===== config.mk =====
export PLATFORM = sky130hd
export DESIGN_NAME = lcd_spi_writer
export DESIGN_NICKNAME = d
export VERILOG_FILES = /design/src/rtl/lcd_spi_writer.sv
export SDC_FILE = /design/constraint.sdc
export NUM_CORES = 1
export LEC_CHECK = 0
export ABC_AREA = 1
export BUFFER_PORTS_ARGS = -buffer_cell sky130_fd_sc_hd__buf_2
export CAP_MARGIN = 40
export CORE_MARGIN = 2
export CORE_UTILIZATION = 40
export CTS_CLUSTER_DIAMETER = 30
export CTS_CLUSTER_SIZE = 16
export DETAILED_ROUTE_END_ITERATION = 10
export GPL_TIMING_DRIVEN = 0
export SYNTH_ARGS = -nofsm -noshare
export SYNTH_HDL_FRONTEND = slang
export SYNTH_SLANG_ARGS = --single-unit

===== constraint.sdc =====
create_clock -name clk -period 1.9 [get_ports clk]
set_input_delay 0 -clock clk [delete_from_list [all_inputs] [get_ports clk]]
set_output_delay 0 -clock clk [all_outputs]
set_load 0.02 [all_outputs]

===== src/rtl/lcd_spi_writer.sv =====
// Serialises one command/data byte MSB-first onto a 4-wire SPI LCD bus, then pulses wr_finish.
// All outputs are registered; rst aborts any transfer in progress without a wr_finish.
module lcd_spi_writer #(
  parameter int unsigned CLK_DIV  = 4,
  parameter int unsigned CE_SETUP = 2,
  parameter int unsigned CE_HOLD  = 2
) (
  input  logic       clk,
  input  logic       rst,
  input  logic       wr_enable,
  input  logic       wr_dc,
  input  logic [7:0] wr_data,
  output logic       wr_finish,
  output logic       busy,
  output logic       lcd_ce_n,
  output logic       lcd_dc,
  output logic       lcd_sclk,
  output logic       lcd_din
);

  typedef enum logic [2:0] {IDLE, SETUP, LOW, HIGH, HOLD, DONE} state_t;

  // Counters are loaded with N-1 on state entry, so each state lasts exactly N cycles.
  localparam logic [7:0] SETUP_LD = 8'(CE_SETUP - 1);
  localparam logic [7:0] DIV_LD   = 8'(CLK_DIV - 1);
  localparam logic [7:0] HOLD_LD  = 8'(CE_HOLD - 1);

  state_t     state;
  logic [7:0] cnt;
  logic [2:0] bit_cnt;
  logic [6:0] shreg;  // bit 7 goes straight to lcd_din on accept

  always_ff @(posedge clk or posedge rst) begin
    if (rst) begin
      state     <= IDLE;
      cnt       <= '0;
      bit_cnt   <= '0;
      shreg     <= '0;
      lcd_ce_n  <= 1'b1;
      lcd_sclk  <= 1'b0;
      lcd_din   <= 1'b0;
      lcd_dc    <= 1'b0;
      wr_finish <= 1'b0;
      busy      <= 1'b0;
    end else begin
      case (state)
        IDLE: begin
          if (wr_enable) begin
            shreg    <= wr_data[6:0];
            lcd_din  <= wr_data[7];
            lcd_dc   <= wr_dc;
            bit_cnt  <= 3'd7;
            lcd_ce_n <= 1'b0;
            busy     <= 1'b1;
            cnt      <= SETUP_LD;
            state    <= SETUP;
          end
        end
        SETUP: begin
          if (cnt == '0) begin
            cnt   <= DIV_LD;
            state <= LOW;
          end else begin
            cnt <= cnt - 8'd1;
          end
        end
        LOW: begin
          if (cnt == '0) begin
            lcd_sclk <= 1'b1;
            cnt      <= DIV_LD;
            state    <= HIGH;
          end else begin
            cnt <= cnt - 8'd1;
          end
        end
        HIGH: begin
          if (cnt == '0) begin
            lcd_sclk <= 1'b0;
            if (bit_cnt != '0) begin
              lcd_din <= shreg[6];
              shreg   <= {shreg[5:0], 1'b0};
              bit_cnt <= bit_cnt - 3'd1;
              cnt     <= DIV_LD;
              state   <= LOW;
            end else begin
              cnt   <= HOLD_LD;
              state <= HOLD;
            end
          end else begin
            cnt <= cnt - 8'd1;
          end
        end
        HOLD: begin
          if (cnt == '0) begin
            lcd_ce_n  <= 1'b1;
            wr_finish <= 1'b1;
            state     <= DONE;
          end else begin
            cnt <= cnt - 8'd1;
          end
        end
        DONE: begin
          wr_finish <= 1'b0;
          busy      <= 1'b0;
          state     <= IDLE;
        end
        default: state <= IDLE;
      endcase
    end
  end

endmodule

==> results by group, run 1 <==
Logic synthesis
  • Post-Syn Instances: 229
  • Net count after synthesis: 245
  • Yosys Warn Count: 0
  • Cell Area, Synth: 1628 µm²
  • Proportion of synthesized chip area in sequential cells: 41.58%
  • Number of different library cells in the post-synthesis netlist: 25
  • Syn Area/Cell: 7.108 µm²
  • Total of flip-flops plus latches after synthesis: 27

STA
  • Least-Margin Pin Slew: 0.5260 ns
  • Final setup skew: 0.01475 ns
  • Final count of negative-setup-slack endpoints: 0
  • Final-layout setup total negative slack: 0 ns
  • Timing-limited maximum frequency: 621.6 MHz
  • Share of the clock period used by the worst path: 84.67%
  • Fin. max-slew vios: 0
  • Worst path setup slack after routing: 0.2913 ns
  • RSZ-0062 raised after global routing: false
  • Clock period minus final worst setup slack: 1.609 ns
  • Hold violation total from the final report: 0
  • Slew Limit Headroom: 64.90%

Floorplanning
  • DIE HEIGHT: 67.79 µm
  • Die area: 4595 µm²
  • Total core area: 3971 µm²
  • Die outline width: 67.79 µm
  • Core Rows: 23
  • IO Count: 18
  • Initial core utilization: 40.99%

Drt
  • Detailed-route via count: 1408
  • Total length of routed wires: 3307 µm
  • Drc violations: 0
  • Number of nets with antenna violations after detailed routing: 0
  • Length of the first detailed-routing pass in iterations: 4
  • Detail-routed net length per standard cell: 10.88 µm
  • First DRT Iteration DRCs: 57
  • Detail-routed via count per cell: 4.632

CTS
  • Clock latency on the worst-skew pair: 0.29 ns
  • Number of resized instances in the post-cts repair step: 0
  • Sinks on the clock net: 27
  • Worst-case clock buffer depth: 2
  • Maximum level of the CTS H-tree: 1
  • Clock tree from TritonCTS: yes
  • Clock slew at reported path FFs: 0.11 ns
  • Clock tree root driver cell: clkbuf_8
  • Total CTS buffers: 3

Flow run
  • Max-cap viol count: 0

Worst setup path
  • Required arrival time at the worst endpoint: 2.07 ns
  • Max Fanout on Critical Path: 10
  • Kind of critical path: flop to flop
  • WP data arrival: 1.78 ns
  • Endpoint type of the worst setup path: flop
  • CP Launch Type: flop

Layout
  • Number of inserted diodes: 0
  • Final design utilization: 47.32%
  • Layout overhead on the synthesized area: 15.45%
  • Final net count: 271
  • Fraction of layout instances using a drive strength above 1: 18.90%
  • Storage cell area: 676.9 µm²
  • Multi-input gate area in the final layout: 779.5 µm²
  • Fin cells: 304
  • Number of fill cells: 420

Place
  • DP Wirelength: 2482 µm
  • Final Wtd Congestion: 0.8014
  • Setup Slack @ Placement: 0.3231 ns
  • Port Buffers: 17
  • DP Cell Count: 297

Global route
  • Vias in the first global route: 1306
  • Maximum number of pins on one net before global-route repair: 18
  • Wire length of the first global-routing pass: 5892 µm
  • Total routing resource utilization after global routing: 16.89%
  • Initial antenna violation count: 0
  • Global route total overflow: 0

Pwr
  • Power Density: 1648 nW/µm²
  • Static leakage power: 0.001045 µW
  • Worst vdd ir: 802.4 µV
  • Total power draw: 3097 µW

Run status
  • Status: finished, final reports clean

Min path
  • Min-Delay Path Class: input pin to flop
metrics by stage:
stage | cell area [µm²] | hold WS [ns]
floorplan | 1628 | 0.05197
global placement | 1775 | 0.2028
detailed placement | 1803 | 0.06296
CTS | 1879 | 0.03685
global route | 1879 | 0.05295
finish | 1879 | 0.03646
Yosys cell counts:
master	number	area [µm²]
nor2_4	1	11.26
nor2_2	2	12.51
or2_2	1	6.260
nor2_1	17	63.81
nor3_1	3	15.01
o21ai_1	8	40.04
inv_1	29	108.9
nand4_1	4	25.02
nand2_4	2	22.52
dfrtp_1	26	650.6
inv_2	5	18.77
o21ai_2	3	26.28
xor2_1	1	8.760
dfstp_2	1	26.28
a21oi_2	1	8.760
nand2_2	3	18.77
nand2_1	84	315.3
o21ai_0	6	30.03
ha_1	4	50.05
nand3_2	2	20.02
nand3_1	16	80.08
buf_2	1	5.000
clkinv_2	1	5.000
buf_6	3	33.78
a21oi_1	5	25.02
state kept, by name, summed over array words and instances (netlist names):
| name | cells |
|---|---|
| cnt | 8 |
| lcd_sclk | 1 |
| busy | 1 |
| lcd_din | 1 |
| wr_finish | 1 |
| bit_cnt | 3 |
| state | 3 |
| lcd_dc | 1 |
| shreg | 7 |
| lcd_ce_n | 1 |
cell usage in the layout (no fill, tap or decap):
master         count
nor3_1             3
nand3_1           16
dfrtp_1           26
buf_6              3
nand2_4            2
buf_2             18
nor2_2             2
clkbuf_8           3
nand2_1           84
or2_2              1
ha_1               4
nand2_2            3
a21oi_2            1
nand4_1            4
inv_1             29
buf_16             1
nor2_1            17
a21oi_1            5
o21ai_2            3
o21ai_0            6
o21ai_1            8
dfstp_2            1
dlygate4sd3_1      3
clkinv_2           2
xor2_1             1
nor2_4             1
nand3_2            2
inv_2              5
power by group:
| part | internal [µW] | leakage, µW | switching, µW | total, µW |
|---|---|---|---|---|
| registers | 824 | 0.000330 | 167 | 991 |
| clock network | 148 | 0.0000255 | 200 | 348 |
| logic | 638 | 0.000689 | 1120 | 1760 |
cell type report:
class / count / area share (%)
clock buffers: 3 / 2.197
clock inverters: 1 / 0.2663
well taps: 50 / 3.329
inverters: 35 / 7.057
repair buffers: 21 / 7.590
multi-input cells: 163 / 41.48
plain buffers: 4 / 2.064
flip-flops and latches: 27 / 36.02
logic make-up after synthesis:
| group | after synthesis | share of synthesized area [%] |
|---|---|---|
| simple gates | 135 | 36.28 |
| buf+inv | 39 | 10.53 |
| flops | 27 | 41.58 |
| compound gates | 23 | 7.994 |
| fa+ha+maj | 4 | 3.075 |
| xor+xnor | 1 | 0.5381 |
worst paths after layout:
check	from	to	slack [ns]	depth (start not counted)
worst max-delay path	cnt[0]	bit_cnt[0]	0.29	10
worst min-delay path	wr_data[1]	shreg[1]	0.04	5
worst max register to register	cnt[0]	bit_cnt[0]	0.29	10
worst min register to register	lcd_ce_n	lcd_ce_n	0.47	2
max in group asynchronous	rst	lcd_ce_n	1.08	4
min in group asynchronous	rst	state[0]	0.28	3
worst max-delay path: stages, from the launching register on:
cell and delay [ns]:
dfrtp_1 0.37, inv_1 0.13, ha_1 0.17, nand3_1 0.12, inv_1 0.12, nand2_4 0.10, nand2_4 0.08, nand3_2 0.11
buf_6 0.16, nand2_1 0.05, o21ai_1 0.06
metal layers:
layer | vias up | GRT usage (%) | wire length [µm]
li1 | 758 | - | -
met1 | 633 | 21.99 | 1631
met2 | 15 | 28.68 | 1568
met3 | 2 | 4.167 | 91
met4 | 0 | 3.000 | 14
met5 | - | 0 | 0
repair_timing:
| action | in CTS | in global routing |
|---|---|---|
| setup endpoints to repair | 0 | 0 |
| setup buffers | 0 | 0 |
| hold buffers | 3 | 0 |
| endpoints found under the hold margin | 12 | 0 |
Note: power is estimated with default switching activity, not from simulation.
==> inputs of run 2 (changes only) <==
==> constraint.sdc (replaced) <==
create_clock -name clk -period 1.6 [get_ports clk]
set_input_delay 0 -clock clk [delete_from_list [all_inputs] [get_ports clk]]
set_output_delay 0 -clock clk [all_outputs]
set_load 0.02 [all_outputs]
==> results by group, run 2 (synthesis gave the netlist of run 1 again) <==
STA
  • Slew Limit Headroom: 64.48%
  • RSZ-0062 raised after global routing: true
  • Final count of negative-setup-slack endpoints: 0
  • Clock period minus final worst setup slack: 1.524 ns
  • Fin. max-slew vios: 0
  • Share of the clock period used by the worst path: 95.22%
  • Least-Margin Pin Slew: 0.5322 ns
  • Hold violation total from the final report: 0
  • Final setup skew: 0.01240 ns
  • Timing-limited maximum frequency: 656.4 MHz

Worst setup path
  • Top cell family by delay on the critical path: simple AND/OR/NAND/NOR gates
  • Worst flop-to-flop path startpoint: cnt[0]
  • CP Launch Type: flop
  • Required arrival time at the worst endpoint: 1.78 ns
  • Biggest cell delay along the critical path: 0.39 ns
  • WP data arrival: 1.70 ns
  • Max Fanout on Critical Path: 10
  • Endpoint type of the worst setup path: flop
  • Worst reg-to-reg path cell count: 10
  • Crit-path cells: inv_2 -> ha_2 -> nand3_2 -> inv_2 -> nand2_4 -> nand2_4 -> nand3_4 -> buf_6 -> nand2_1 -> o21ai_2
  • Worst R2R Setup Slack: 0.08 ns
  • Worst path slowest cell: dfrtp_1
  • Kind of critical path: flop to flop
  • CP Buf/Inv Count: 3
  • End of the worst register-to-register path: lcd_din

Floorplanning
  • DIE HEIGHT: 67.79 µm
  • Die outline width: 67.79 µm
  • Core Rows: 23
  • Total core area: 3971 µm²
  • Initial core utilization: 40.99%
  • IO Count: 18
  • Die area: 4595 µm²

Min path
  • Number of cells on the worst hold path: 5
  • Worst hold path startpoint: wr_data[1]
  • Min-Delay Path Class: input pin to flop
  • End of the worst hold path: shreg[1]

Pwr
  • Clock network fraction of design power: 10.4%
  • Switching portion of total power: 46.92%
  • Static leakage power: 0.001085 µW
  • Net switching power of the design: 1858 µW
  • Share of total power in combinational logic: 59.6%
  • Worst vdd ir: 963.2 µV
  • Power Density: 2003 nW/µm²
  • Register share of total power: 30.0%
  • Cell Int Power: 2101 µW

Drt
  • Detail-routed via count per cell: 4.704
  • First DRT Iteration DRCs: 78
  • Drc violations: 0
  • Total length of routed wires: 3435 µm
  • Number of nets with antenna violations after detailed routing: 0
  • Detail-routed net length per standard cell: 11.05 µm
  • Length of the first detailed-routing pass in iterations: 4
  • Detailed-route via count: 1463

Layout
  • Final net count: 278
  • Layout overhead on the synthesized area: 21.45%
  • Number of inserted diodes: 0
  • Largest registers: cnt x8, shreg x7
  • Most common cell after layout, fill and taps aside: nand2_1
  • Register with the most flip-flops: cnt
  • Commonest non-fill, non-tap cells in the layout: nand2_1 (84), inv_1 (26), dfrtp_1 (25), buf_2 (18)
  • Fin cells: 311
  • Area of all placed cells without fillers: 1977 µm²
  • Fraction of layout instances using a drive strength above 1: 24.14%
  • Number of flip-flops in the largest register: 8

CTS
  • Total CTS buffers: 3
  • Clock latency on the worst-skew pair: 0.29 ns
  • Worst-case clock buffer depth: 2
  • Clock tree from TritonCTS: yes
  • Maximum level of the CTS H-tree: 1
  • Sinks on the clock net: 27
  • Clock tree root driver cell: clkbuf_8
  • Clock slew at reported path FFs: 0.11 ns

Place
  • DP Wirelength: 2482 µm
  • Final Wtd Congestion: 0.8014
  • Port Buffers: 17
  • DP Cell Count: 297
  • Total placed instance area: 1803 µm²

Global route
  • Vias in the first global route: 1306
  • Initial antenna violation count: 0
  • Wire length of the first global-routing pass: 5892 µm
  • Total routing resource utilization after global routing: 16.89%
  • Maximum number of pins on one net before global-route repair: 18
  • Global route total overflow: 0

Run status
  • Status: finished, final reports clean

Flow run
  • Max-cap viol count: 0
## run 2: changes by cell type in the layout (fill, tap and decap cells not counted), sizes merged
| cell | change |
|---|---|
| buf | +6 |
| clkbuf | +1 |
## run 2: what timing repair did
item / CTS / global route
endpoints found under the hold margin: 12 / 0
resized for setup: 1 / 11
setup endpoints to repair: 5 / 17
buffers inserted: 0 / 6
hold buffers: 3 / 0
pin swaps: 0 / 3
cloned: 0 / 1
## run 2: metal layers
| layer | vias to the layer above | GRT usage (%) | wire length (µm) | part of all wire, % |
|---|---|---|---|---|
| met3 | 2 | 4.167 | 102 | 3.0 |
| met4 | 0 | 3.000 | 14 | 0.41 |
| met2 | 19 | 28.68 | 1681 | 49 |
| met1 | 670 | 21.99 | 1636 | 48 |
| met5 | - | 0 | 0 | 0 |
| li1 | 772 | - | - | - |
## run 2: cell type report
type,instances,area (µm²)
flip-flops and latches,27,678.2
multi-input cells,163,799.5
clock inverters,1,5.005
repair buffers,28,212.7
fillers,416,1994
clock buffers,3,41.29
inverters,35,135.1
plain buffers,4,42.54
well taps,50,62.56
## run 2: through the flow
stage | utilization [%] | hold WS [ns] | total power [µW] | setup WS, ns | setup TNS, ns
3_3_place_gp | 44.71 | 0.2028 | 3252 | 0.01891 | 0
3_5_place_dp | 45.40 | 0.06296 | 3285 | 0.02307 | 0
2_1_floorplan | - | 0.05197 | 2837 | 0.1819 | 0
4_1_cts | 47.32 | 0.03685 | 3715 | 0.02855 | 0
6_report | 49.78 | 0.03900 | 3959 | 0.07646 | 0
5_1_grt | 49.78 | 0.05295 | 4418 | -0.02570 | -0.1393
## run 2: worst max-delay path by stage
stage | end | depth (start not counted) | slack, ns | startpoint
after floorplan | bit_cnt[2] | 10 | 0.18 | cnt[0]
after global placement | bit_cnt[2] | 10 | 0.02 | cnt[0]
after detailed placement | lcd_din | 10 | 0.02 | cnt[0]
after CTS | lcd_din | 10 | 0.03 | cnt[1]
after global routing | shreg[5] | 10 | -0.03 | cnt[0]
final | lcd_din | 10 | 0.08 | cnt[0]
## run 2: power groups by stage
stage | Clock, µW | Sequential (µW) | Combinational (µW)
3_3_place_gp | 0 | 1180 | 2070
5_1_grt | 460 | 1230 | 2730
4_1_cts | 427 | 1180 | 2110
6_report | 411 | 1190 | 2360
2_1_floorplan | 0 | 1210 | 1630
3_5_place_dp | 0 | 1190 | 2100
## run 2: worst reg2reg max path, cell delays in order (launching register included)
cell and delay (ns):
dfrtp_1 0.39, inv_2 0.09, ha_2 0.18, nand3_2 0.10, inv_2 0.08, nand2_4 0.08, nand2_4 0.10, nand3_4 0.11
buf_6 0.17, nand2_1 0.07, o21ai_2 0.05
==> inputs of run 3 (changes only) <==
--- a/config.mk
+++ b/config.mk
@@ -8,12 +8,14 @@
 export ABC_AREA = 1
 export BUFFER_PORTS_ARGS = -buffer_cell sky130_fd_sc_hd__buf_2
 export CAP_MARGIN = 40
-export CORE_MARGIN = 2
+export CORE_MARGIN = 10
 export CORE_UTILIZATION = 40
 export CTS_CLUSTER_DIAMETER = 30
 export CTS_CLUSTER_SIZE = 16
 export DETAILED_ROUTE_END_ITERATION = 10
 export GPL_TIMING_DRIVEN = 0
+export RECOVER_POWER = 25
 export SYNTH_ARGS = -nofsm -noshare
 export SYNTH_HDL_FRONTEND = slang
 export SYNTH_SLANG_ARGS = --single-unit
+export TNS_END_PERCENT = 10
==> results by group, run 3 (synthesis gave the netlist of run 1 again) <==
Run status
  • Status: finished, final reports clean

Min path
  • Min-Delay Path Class: input pin to flop
  • Worst hold path startpoint: wr_data[5]

CTS
  • Clock slew at reported path FFs: 0.09 ns
  • Sinks on the clock net: 27
  • Maximum level of the CTS H-tree: 1
  • Clock latency on the worst-skew pair: 0.27 ns
  • Worst-case clock buffer depth: 2
  • Clock tree root driver cell: clkbuf_8
  • Clock tree from TritonCTS: yes
  • Total CTS buffers: 3

STA
  • Least-Margin Pin Slew: 0.9073 ns
  • Final count of negative-setup-slack endpoints: 0
  • Slew Limit Headroom: 39.41%
  • Timing-limited maximum frequency: 662.4 MHz
  • RSZ-0062 raised after global routing: true
  • Final hold slack: 0.04706 ns
  • Worst path setup slack after routing: 0.09030 ns
  • Final setup skew: 0.001582 ns
  • Clock period minus final worst setup slack: 1.510 ns
  • Share of the clock period used by the worst path: 94.36%
  • Fin. max-slew vios: 0
  • Hold violation total from the final report: 0

Layout
  • Final design utilization: 47.39%
  • Largest registers: cnt x8, shreg x7
  • Final net count: 272
  • Fraction of layout instances using a drive strength above 1: 20.78%
  • Commonest non-fill, non-tap cells in the layout: nand2_1 (84), inv_1 (27), dfrtp_1 (26), buf_2 (18)
  • Layout overhead on the synthesized area: 15.60%
  • Number of inserted diodes: 0
  • Most common cell after layout, fill and taps aside: nand2_1
  • Number of flip-flops in the largest register: 8
  • Register with the most flip-flops: cnt
  • Area of all placed cells without fillers: 1882 µm²

Global route
  • Vias in the first global route: 1488
  • Total routing resource utilization after global routing: 10.45%
  • Maximum number of pins on one net before global-route repair: 21
  • Initial antenna violation count: 0
  • Global route total overflow: 0
  • Wire length of the first global-routing pass: 6458 µm

Floorplanning
  • Initial core utilization: 40.99%
  • IO Count: 18
  • DIE HEIGHT: 83.79 µm
  • Die outline width: 83.79 µm
  • Die area: 7021 µm²
  • Total core area: 3971 µm²
  • Core Rows: 23

Flow run
  • Max-cap viol count: 0

Drt
  • Length of the first detailed-routing pass in iterations: 4
  • Number of nets with antenna violations after detailed routing: 0
  • First DRT Iteration DRCs: 91
  • Total length of routed wires: 3362 µm
  • Detail-routed via count per cell: 4.580
  • Drc violations: 0
  • Detail-routed net length per standard cell: 11.02 µm
  • Detailed-route via count: 1397

Worst setup path
  • Endpoint type of the worst setup path: flop
  • Kind of critical path: flop to flop
  • Worst flop-to-flop path startpoint: cnt[0]
  • Required arrival time at the worst endpoint: 1.77 ns
  • Crit path from: cnt[0]
  • CP Launch Type: flop
  • WP data arrival: 1.68 ns
  • Max Fanout on Critical Path: 10

Pwr
  • Worst vdd ir: 711.0 µV
  • Static leakage power: 0.001049 µW
  • Total power draw: 3684 µW
  • Power Density: 1958 nW/µm²

Place
  • Total placed instance area: 1803 µm²
  • Port Buffers: 17
  • Final Wtd Congestion: 0.8131
  • Setup Slack @ Placement: 0.007217 ns
  • DP Wirelength: 2579 µm
-- run 3: cell count changes in the layout (fill, tap and decap cells not counted), sizes merged --
cell          delta
buf              -6
clkbuf           -1
dlymetal6s2s     +1
-- run 3: repair_timing --
item | CTS | global route
setup buffers | 0 | 1
hold endpoints to repair | 9 | 0
gates resized for setup | 1 | 4
hold buffers | 3 | 0
endpoints found under the setup margin | 9 | 19
-- run 3: critical path, cell delays in order (launching register included) --
cell	delay [ns]
dfrtp_1	0.38
inv_2	0.09
ha_1	0.18
nand3_2	0.11
inv_2	0.08
nand2_4	0.09
nand2_4	0.08
nand3_2	0.11
buf_6	0.16
nand2_1	0.07
o21ai_2	0.05
-- run 3: final cells by class --
| cell class | count | area (µm²) |
|---|---|---|
| fill | 413 | 2090 |
| multi-input combinational | 163 | 789.5 |
| sequential | 27 | 676.9 |
| timing repair buffer | 22 | 135.1 |
| inverter | 35 | 132.6 |
| tap | 50 | 62.56 |
| clock buffer | 3 | 41.29 |
| buffer | 4 | 38.79 |
| clock inverter | 1 | 5.005 |
-- run 3: power by group --
part | internal, µW | switching (µW) | total, µW
clock network | 174 | 213 | 388
registers | 979 | 203 | 1180
logic | 773 | 1340 | 2110
total | 1930 | 1760 | 3680
-- run 3: final timing paths --
kind	end	slack, ns	depth (start not counted)
max in group asynchronous	state[2]	0.25	4
max	bit_cnt[2]	0.09	10
min reg2reg	lcd_ce_n	0.47	2
min	shreg[5]	0.05	5
max reg2reg	bit_cnt[2]	0.09	10
min in group asynchronous	cnt[5]	0.20	3
-- run 3: metal layers --
layer	wire length (µm)	up-vias	global-route usage (%)
li1	-	758	-
met1	1642	616	12.77
met2	1559	17	17.84
met3	108	6	2.051
met4	52	0	3.196
met5	0	-	0
-- run 3: metrics by stage --
step	TNS [ns]	instances
finish	0	305
global route	-0.01873	305
CTS	0	304
detailed placement	0	297
global placement	0	296
floorplan	0	229
